File: src/rtl/imem_loader.sv
// imem_loader: boot-time instruction memory loader.
// Takes a byte stream [N][4*N little-endian data bytes][XOR checksum], writes each
// assembled word to imem through a registered write port, and keeps the core held
// until a load finishes with a matching checksum.
module imem_loader #(
    parameter int DEPTH   = 64,
    parameter int ADDR_W  = 6,
    parameter int TIMEOUT = 1024
) (
    input  logic              clk,
    input  logic              rst_n,
    input  logic              start,
    input  logic              in_valid,
    input  logic [7:0]        in_data,
    output logic              in_ready,
    output logic              mem_we,
    output logic [ADDR_W-1:0] mem_addr,
    output logic [31:0]       mem_wdata,
    output logic              cpu_hold,
    output logic              done,
    output logic              err,
    output logic [7:0]        words_loaded
);

    localparam int TW = $clog2(TIMEOUT + 1);

    typedef enum logic [2:0] {
        S_IDLE,
        S_COUNT,
        S_DATA,
        S_CHECK,
        S_DONE,
        S_ERROR
    } state_t;

    state_t            state_q, state_d;
    logic [7:0]        n_q, n_d;
    logic [1:0]        byte_cnt_q, byte_cnt_d;
    logic [31:0]       word_q, word_d;
    logic [7:0]        word_idx_q, word_idx_d;
    logic [7:0]        chk_q, chk_d;
    logic [TW-1:0]     timeout_q, timeout_d;
    logic [7:0]        words_loaded_q, words_loaded_d;
    logic              mem_we_q, mem_we_d;
    logic [ADDR_W-1:0] mem_addr_q, mem_addr_d;
    logic [31:0]       mem_wdata_q, mem_wdata_d;
    logic              in_ready_q, in_ready_d;
    logic              cpu_hold_q, cpu_hold_d;
    logic              done_q, done_d;
    logic              err_q, err_d;
    logic              xfer;
    logic [31:0]       word_next;

    assign xfer      = in_valid && in_ready_q;
    assign word_next = {in_data, word_q[31:8]};

    // State register and all registered outputs.
    always_ff @(posedge clk or negedge rst_n) begin
        if (!rst_n) begin
            state_q        <= S_IDLE;
            n_q            <= '0;
            byte_cnt_q     <= '0;
            word_q         <= '0;
            word_idx_q     <= '0;
            chk_q          <= '0;
            timeout_q      <= '0;
            words_loaded_q <= '0;
            mem_we_q       <= 1'b0;
            mem_addr_q     <= '0;
            mem_wdata_q    <= '0;
            in_ready_q     <= 1'b0;
            cpu_hold_q     <= 1'b1;
            done_q         <= 1'b0;
            err_q          <= 1'b0;
        end else begin
            state_q        <= state_d;
            n_q            <= n_d;
            byte_cnt_q     <= byte_cnt_d;
            word_q         <= word_d;
            word_idx_q     <= word_idx_d;
            chk_q          <= chk_d;
            timeout_q      <= timeout_d;
            words_loaded_q <= words_loaded_d;
            mem_we_q       <= mem_we_d;
            mem_addr_q     <= mem_addr_d;
            mem_wdata_q    <= mem_wdata_d;
            in_ready_q     <= in_ready_d;
            cpu_hold_q     <= cpu_hold_d;
            done_q         <= done_d;
            err_q          <= err_d;
        end
    end

    // Next-state, datapath and output decode; outputs follow the next state so they
    // are valid one cycle after the deciding byte.
    always_comb begin
        state_d        = state_q;
        n_d            = n_q;
        byte_cnt_d     = byte_cnt_q;
        word_d         = word_q;
        word_idx_d     = word_idx_q;
        chk_d          = chk_q;
        timeout_d      = timeout_q;
        words_loaded_d = words_loaded_q;
        mem_we_d       = 1'b0;
        mem_addr_d     = mem_addr_q;
        mem_wdata_d    = mem_wdata_q;

        case (state_q)
            S_IDLE, S_DONE, S_ERROR: begin
                if (start) begin
                    state_d        = S_COUNT;
                    words_loaded_d = '0;
                    chk_d          = '0;
                    timeout_d      = '0;
                    byte_cnt_d     = '0;
                    word_idx_d     = '0;
                    word_d         = '0;
                end
            end
            S_COUNT: begin
                if (xfer) begin
                    timeout_d = '0;
                    if (in_data == 8'd0 || in_data > 8'(DEPTH)) begin
                        state_d = S_ERROR;
                    end else begin
                        n_d     = in_data;
                        state_d = S_DATA;
                    end
                end
            end
            S_DATA: begin
                if (xfer) begin
                    timeout_d  = '0;
                    word_d     = word_next;
                    chk_d      = chk_q ^ in_data;
                    byte_cnt_d = byte_cnt_q + 2'd1;
                    if (byte_cnt_q == 2'd3) begin
                        mem_we_d       = 1'b1;
                        mem_addr_d     = word_idx_q[ADDR_W-1:0];
                        mem_wdata_d    = word_next;
                        words_loaded_d = words_loaded_q + 8'd1;
                        word_idx_d     = word_idx_q + 8'd1;
                        if (word_idx_q == n_q - 8'd1) begin
                            state_d = S_CHECK;
                        end
                    end
                end
            end
            S_CHECK: begin
                if (xfer) begin
                    timeout_d = '0;
                    state_d   = (in_data == chk_q) ? S_DONE : S_ERROR;
                end
            end
            default: state_d = S_IDLE;
        endcase

        // Inactivity watchdog: only runs while a load is in progress.
        if ((state_q == S_COUNT || state_q == S_DATA || state_q == S_CHECK) && !xfer) begin
            timeout_d = timeout_q + 1'b1;
            if (timeout_q == TW'(TIMEOUT - 1)) begin
                state_d = S_ERROR;
            end
        end

        in_ready_d = (state_d == S_COUNT) || (state_d == S_DATA) || (state_d == S_CHECK);
        cpu_hold_d = (state_d != S_DONE);
        done_d     = (state_d == S_DONE);
        err_d      = (state_d == S_ERROR);
    end

    assign in_ready     = in_ready_q;
    assign mem_we       = mem_we_q;
    assign mem_addr     = mem_addr_q;
    assign mem_wdata    = mem_wdata_q;
    assign cpu_hold     = cpu_hold_q;
    assign done         = done_q;
    assign err          = err_q;
    assign words_loaded = words_loaded_q;

endmodule

File: config.mk
export PLATFORM = sky130hd
export DESIGN_NAME = imem_loader
export DESIGN_NICKNAME = d
export VERILOG_FILES = /design/src/rtl/imem_loader.sv
export SDC_FILE = /design/constraint.sdc
export NUM_CORES = 1
export LEC_CHECK = 0
export ABC_AREA = 0
export CAP_MARGIN = 20
export CORE_ASPECT_RATIO = 0.75
export CORE_UTILIZATION = 50
export CTS_CLUSTER_DIAMETER = 80
export CTS_CLUSTER_SIZE = 28
export DETAILED_ROUTE_END_ITERATION = 7
export PLACE_DENSITY_LB_ADDON = 0.2
export SYNTH_ARGS = -nofsm -noshare
export SYNTH_HDL_FRONTEND = slang
export SYNTH_SLANG_ARGS = --single-unit
File: constraint.sdc
create_clock -name clk -period 2.47 [get_ports clk]
set_clock_uncertainty 0.2 [all_clocks]
set_input_delay 0.3705 -clock clk [delete_from_list [all_inputs] [get_ports clk]]
set_output_delay 0.3705 -clock clk [all_outputs]
set_load 0.01 [all_outputs]
==> results of run 1 <==
==> metal layers <==
layer / track usage (%) / up-vias
met5: 0 / -
met4: 9.259 / 0
met3: 6.944 / 26
met2: 36.40 / 150
met1: 36.25 / 2135
li1: - / 2093
==> power breakdown <==
group | switching (W) | internal, W
clock | 0.000822 | 0.00153
sequential | 0.000224 | 0.00208
combinational | 0.000770 | 0.000590
total | 0.00182 | 0.00420
==> path summary, 6_finish.rpt <==
check	from	endpoint	slack, ns
max in group asynchronous	rst_n	timeout_q[6]	1.14
setup / recovery	n_q[2]	done	0.12
min in group clk	word_q[8]	mem_wdata[0]	0.27
hold reg to reg	word_q[8]	mem_wdata[0]	0.27
setup reg to reg	n_q[2]	done	0.12
hold / removal	rst_n	words_loaded[3]	0.27
==> logic make-up after synthesis <==
family                     synth area share [%]
AOI/OAI and AO/OA                         10.33
xor gates and xnor gates                  4.841
adders and majority gates                 1.192
muxes                                     2.075
and+or+nand+nor                           23.23
DFF                                       54.88
buffers and inverters                     3.458
==> registers in the layout, summed over array words and instances, names as in the netlist, 2 cells and up <==
name and cells:
byte_cnt_q 2, chk_q 8, mem_addr 6, mem_wdata 32
n_q 8, state_q 3, timeout_q 11, word_idx_q 8
word_q 24, words_loaded 8
==> cell usage after synthesis, drive strengths merged (2+ instances only) <==
cell type,instances,area (µm²)
nand2,189,709.4
dfrtp,114,2853
o21ai,54,270.3
nor2,27,101.4
xor2,25,219.0
clkbuf,19,71.32
nand4,17,106.4
inv,13,48.80
nand3,11,55.05
buf,10,56.30
nand2b,8,50.05
and3,7,43.79
mux2,7,78.83
nor3,7,35.03
a22o,6,52.55
a31oi,6,43.79
a21oi,5,25.02
ha,5,62.56
nor4,5,37.53
xnor2,4,35.03
and2,3,18.77
mux2i,3,30.03
o21bai,3,22.52
a211o,2,17.52
or2,2,12.52
==> worst register-to-register path: stages (launching register included) <==
cell	delay [ns]
dfrtp_1	0.45
nor4_1	0.64
and4_1	0.29
a41oi_1	0.05
a211o_1	0.43
and3_1	0.18
==> final cells by class <==
cell class                      instances  area (µm²)  area share (%)
Sequential cell                       115        2879           42.59
Tap cell                              132       165.2           2.443
Multi-Input combinational cell        415        2193           32.44
Clock inverter                          9       106.4           1.573
Inverter                               14       53.80          0.7959
Timing Repair Buffer                   94       898.4           13.29
Clock buffer                           22       464.2           6.867
==> per-stage QoR <==
step / worst slack, ns / setup TNS (ns) / hold slack [ns]
after detailed placement: -0.1491 / -1.821 / 0.1757
after global placement: -0.07952 / -0.6932 / 0.1713
after global routing: 0.06373 / 0 / 0.2881
after floorplan: 0.1939 / 0 / -0.1251
after CTS: 0.2130 / 0 / 0.2696
final: 0.1208 / 0 / 0.2668
==> reports/metrics.csv, run 1 <==
metric,value,unit
Max Clk Rate,425.7,MHz
unrepaired setup endpoints after global routing,no,
Pins Over Slew Limit,0,
CP Buf/Inv Count,0,
CTS tree,built,
clock latency on the worst-skew pair,0.41,ns
drt first pass iters,5,
final hold vios,0,
Pleak,3.233,nW
post-CTS setup buffer count,0,
Top Family by Delay on Critical Path,simple AND/OR/NAND/NOR gates,
Worst setup EP type,flop,
Core Area,0.009930,mm²
synthesis warning total,0,
met3 routed WL,667,µm
synthesized area,0.005246,mm²
HP Class,input pin to async pin,
cts hold-fix bufs,1,
Final nets,674,
Total GRT Usage,25.23,%
drt initial violations,357,
"most common cell after layout, fill and taps aside",nand2_1,
Cell Pwr Density,889.5,mW/mm²
H-tree depth,4,
"Async S/R FF share, synth",100.0,%
vias in the first global route,4282,
DR WL/cell,15.36,µm
global-route wire length before repair,21270,µm
I/O pins,63,
Top Layer Used,met4,
Worst Tran Pin Value,0.6636,ns
Initial Utilization,52.84,%
largest net degree at the start of global routing,50,
fin crit period,2.349,ns
"Critical Path, Cell by Cell",nor4_1 > and4_1 > a41oi_1 > a211o_1 > and3_1,
sequential fraction of the synthesis area,54.88,%
share of cells above drive strength 1,11.06,%
WL met2,5601,µm
Vias/cell,5.498,
register bit total from synthesis,115,
library cells used by synthesis,51,
Post-synth EDFFs,0,
CTS Sinks,115,
Avg Synthesized Cell Area,9.156,µm²
status,finished clean,
area grow syn2layout,28.86,%
Post-CTS Resized,0,
Placed Cells,769,
most frequent cells in the layout,"nand2_1, dfrtp_1, clkdlybuf4s50_1, o21ai_0, buf_4",
WP depth,5,
crit share post-route,95.11,%
final wirelength,12310,µm
PortBufs,62,
Crit-path slowest cell,nor4_1,
peak supply drop,0.6044,mV
relative slew slack,55.36,%
kind of critical path,flop to flop,
Non-Filler Instances,801,
# rows,31,
post-route ant nets,0,
max cap viols,0,
Clock Root Buffer,clkbuf_16,
finished layout cell area,0.006760,mm²
fillers,794,
CP max stage delay,0.64,ns
routability cong.,0.8917,
"Top FF cell, synth",dfrtp_1,
clock buffer depth,2,
Die Area,0.01091,mm²
vias post-DR,4404,
Clock Pin Slew Worst Setup and Hold Paths,0.05,ns
initial antenna violation count,0,
Mapped Nets,590,
CP required,2.57,ns
Area after DPL,0.006180,mm²
CP Launch Type,flop,
chip width,120.3,µm
number of remaining DRC errors,0,
Die H,90.71,µm
Reg2Reg Depth,5,
critical-path maximum fanout,7,
GR Overflow Total,0,
Final Util,68.08,%
M1 WL,5832,µm
WP data arrival,2.44,ns
Final setup viols,0,
Tot Pwr,0.006014,W
antenna fix cells,0,
Num CTS Buffers,17,
DP Wirelength,8457,µm
Post-Syn Instances,573,
Note: power is estimated with default switching activity, not from simulation.
==> run 2, diff against run 1 <==
--- a/config.mk
+++ b/config.mk
@@ -8,7 +8,7 @@
 export ABC_AREA = 0
 export CAP_MARGIN = 20
 export CORE_ASPECT_RATIO = 0.75
-export CORE_UTILIZATION = 50
+export CORE_UTILIZATION = 49
 export CTS_CLUSTER_DIAMETER = 80
 export CTS_CLUSTER_SIZE = 28
 export DETAILED_ROUTE_END_ITERATION = 7
==> run 2 against run 1 <==
  * Register-to-register slack improved by 0.05 ns
  * Core utilization shrank 2.5 points
  * Count of clock-buffer cells in the layout fell by 3
  * Sequential share of layout area decreased by 0.087 points
  * Critical path type unchanged
  * Largest cell class unchanged
==> reports/metrics.csv, run 2 (synthesis results as in run 1) <==
metric,value,unit,change
Placement Setup Slack,-0.04691,ns,was -0.1491 ns
I/O pins,63,,unchanged
Die Area,0.01113,mm²,was 0.01091 mm²
fin crit period,2.301,ns,was 2.349 ns
post-route ant nets,0,,unchanged
global-route wire length before repair,21570,µm,was 21270 µm
Crit-path slowest cell,nor4_1,,unchanged
Core Area,0.01033,mm²,was 0.009930 mm²
fillers,809,,was 794
CP max stage delay,0.59,ns,was 0.64 ns
Initial Utilization,50.79,%,was 52.84%
final hold vios,0,,unchanged
most frequent cells in the layout,"nand2_1, dfrtp_1, clkdlybuf4s50_1, o21ai_0, buf_4",,unchanged
PortBufs,62,,unchanged
Final nets,675,,was 674
clock latency on the worst-skew pair,0.41,ns,about the same
Pleak,3.227,nW,was 3.233 nW
Tot Pwr,0.006089,W,was 0.006014 W
Pins Over Slew Limit,0,,unchanged
drt initial violations,519,,was 357
"most common cell after layout, fill and taps aside",nand2_1,,unchanged
Crit. Startpoint,n_q[2],,unchanged
crit share post-route,93.17,%,was 95.11%
Cell Pwr Density,898.8,mW/mm²,was 889.5 mW/mm²
area grow syn2layout,29.12,%,was 28.86%
number of remaining DRC errors,0,,unchanged
Num CTS Buffers,17,,unchanged
Die H,91.61,µm,was 90.71 µm
CTS Sinks,115,,unchanged
"Critical Path, Cell by Cell",nor4_1 > and4_1 > a41oi_1 > a211o_1 > and3_1,,unchanged
R2R setup slack,0.17,ns,was 0.12 ns
CP Launch Type,flop,,unchanged
largest net degree at the start of global routing,46,,was 50
Max Clk Rate,434.6,MHz,was 425.7 MHz
relative slew slack,60.00,%,was 55.36%
vias post-DR,4421,,was 4404
Clock Root Buffer,clkbuf_16,,unchanged
WP data arrival,2.40,ns,was 2.44 ns
Largest register FFs,32,,unchanged
GR Overflow Total,0,,unchanged
initial antenna violation count,0,,unchanged
kind of critical path,flop to flop,,unchanged
max cap viols,0,,unchanged
HP Class,flop to flop,,was input pin to async pin
status,finished clean,,unchanged
share of cells above drive strength 1,11.38,%,was 11.06%
H-tree depth,4,,unchanged
Vias/cell,5.499,,was 5.498
vias in the first global route,4262,,was 4282
chip width,121.5,µm,was 120.3 µm
antenna fix cells,0,,unchanged
Top Family by Delay on Critical Path,simple AND/OR/NAND/NOR gates,,unchanged
reg2reg end,done,,unchanged
Total GRT Usage,25.46,%,was 25.23%
worst hold start,word_q[15],,
drt first pass iters,6,,was 5
Final setup viols,0,,unchanged
Worst Tran Pin Value,0.5946,ns,was 0.6636 ns
final wirelength,12590,µm,was 12310 µm
post-layout worst setup margin,0.1688,ns,was 0.1208 ns
DR WL/cell,15.66,µm,was 15.36 µm
Reg2Reg Depth,5,,unchanged
peak supply drop,1.024,mV,was 0.6044 mV
WP depth,5,,unchanged
RR Startpoint,n_q[2],,unchanged
Worst setup EP type,flop,,unchanged
CP Buf/Inv Count,0,,unchanged
CP required,2.57,ns,about the same
critical-path maximum fanout,7,,unchanged
unrepaired setup endpoints after global routing,no,,unchanged
# rows,32,,was 31
DP Wirelength,8441,µm,was 8457 µm
CTS tree,built,,unchanged
clock buffer depth,2,,unchanged
routability cong.,0.9135,,was 0.8917
post-CTS setup buffer count,0,,unchanged
end of the critical path,done,,unchanged
Clock Pin Slew Worst Setup and Hold Paths,0.05,ns,about the same
## run 2: cell types whose count changed in the layout (fill, tap and decap cells not counted), sizes merged
cell / before / now
clkbuf: 22 / 19
bufinv: 2 / 3
buf: 32 / 33
clkinvlp: 0 / 3
clkinv: 8 / 5
## run 2: worst min path at each step
stage | end | slack, ns | cells past startpoint
global placement | words_loaded[3] | 0.18 | 1
global route | mem_wdata[6] | 0.29 | 2
CTS | mem_wdata[7] | 0.27 | 2
floorplan | byte_cnt_q[0] | -0.13 | 0
finish | mem_wdata[7] | 0.26 | 2
detailed placement | words_loaded[4] | 0.19 | 1
## run 2: what timing repair did
action                                  in CTS  in global routing
hold endpoints to repair                    37                  0
gates resized for setup                      0                  1
endpoints found under the setup margin       0                  1
hold buffers                                 1                  0
## run 2: layout make-up
class | count | area, µm² | area share [%]
well taps | 136 | 170.2 | 2.512
clock inverters | 10 | 136.4 | 2.013
repair buffers | 95 | 893.4 | 13.19
clock buffers | 19 | 442.9 | 6.539
multi-input cells | 415 | 2198 | 32.45
inverters | 14 | 53.80 | 0.7942
flip-flops and latches | 115 | 2879 | 42.50
## run 2: where the power goes
part | total, W | switching [W] | internal, W
Clock | 0.00242 | 0.000836 | 0.00159
Sequential | 0.00230 | 0.000221 | 0.00208
Combinational | 0.00136 | 0.000781 | 0.000582
## run 2: routing by layer
layer | wire length, µm | global-route usage [%] | vias to the layer above
li1 | - | - | 2098
met1 | 5883 | 36.20 | 2127
met2 | 5714 | 38.12 | 177
met3 | 854 | 6.965 | 19
met4 | 136 | 7.305 | 0
met5 | 0 | 0 | -
## run 2: metrics by stage
| step | TNS [ns] | util (%) | std cells | hold slack (ns) | cell area, µm² |
|---|---|---|---|---|---|
| after detailed placement | -0.2881 | 59.82 | 774 | 0.1885 | 6180 |
| after floorplan | 0 | - | 573 | -0.1251 | 5246 |
| after global routing | 0 | 65.58 | 804 | 0.2892 | 6774 |
| after global placement | 0 | 59.82 | 774 | 0.1834 | 6180 |
| final | 0 | 65.58 | 804 | 0.2632 | 6774 |
| after CTS | 0 | 65.53 | 804 | 0.2741 | 6769 |
## run 2: worst reg2reg max path, delay by kind of cell, from the launching register on
kind,cells,cell delay (ns)
compound gates,2,0.48
flops,1,0.45
simple gates,3,1.06
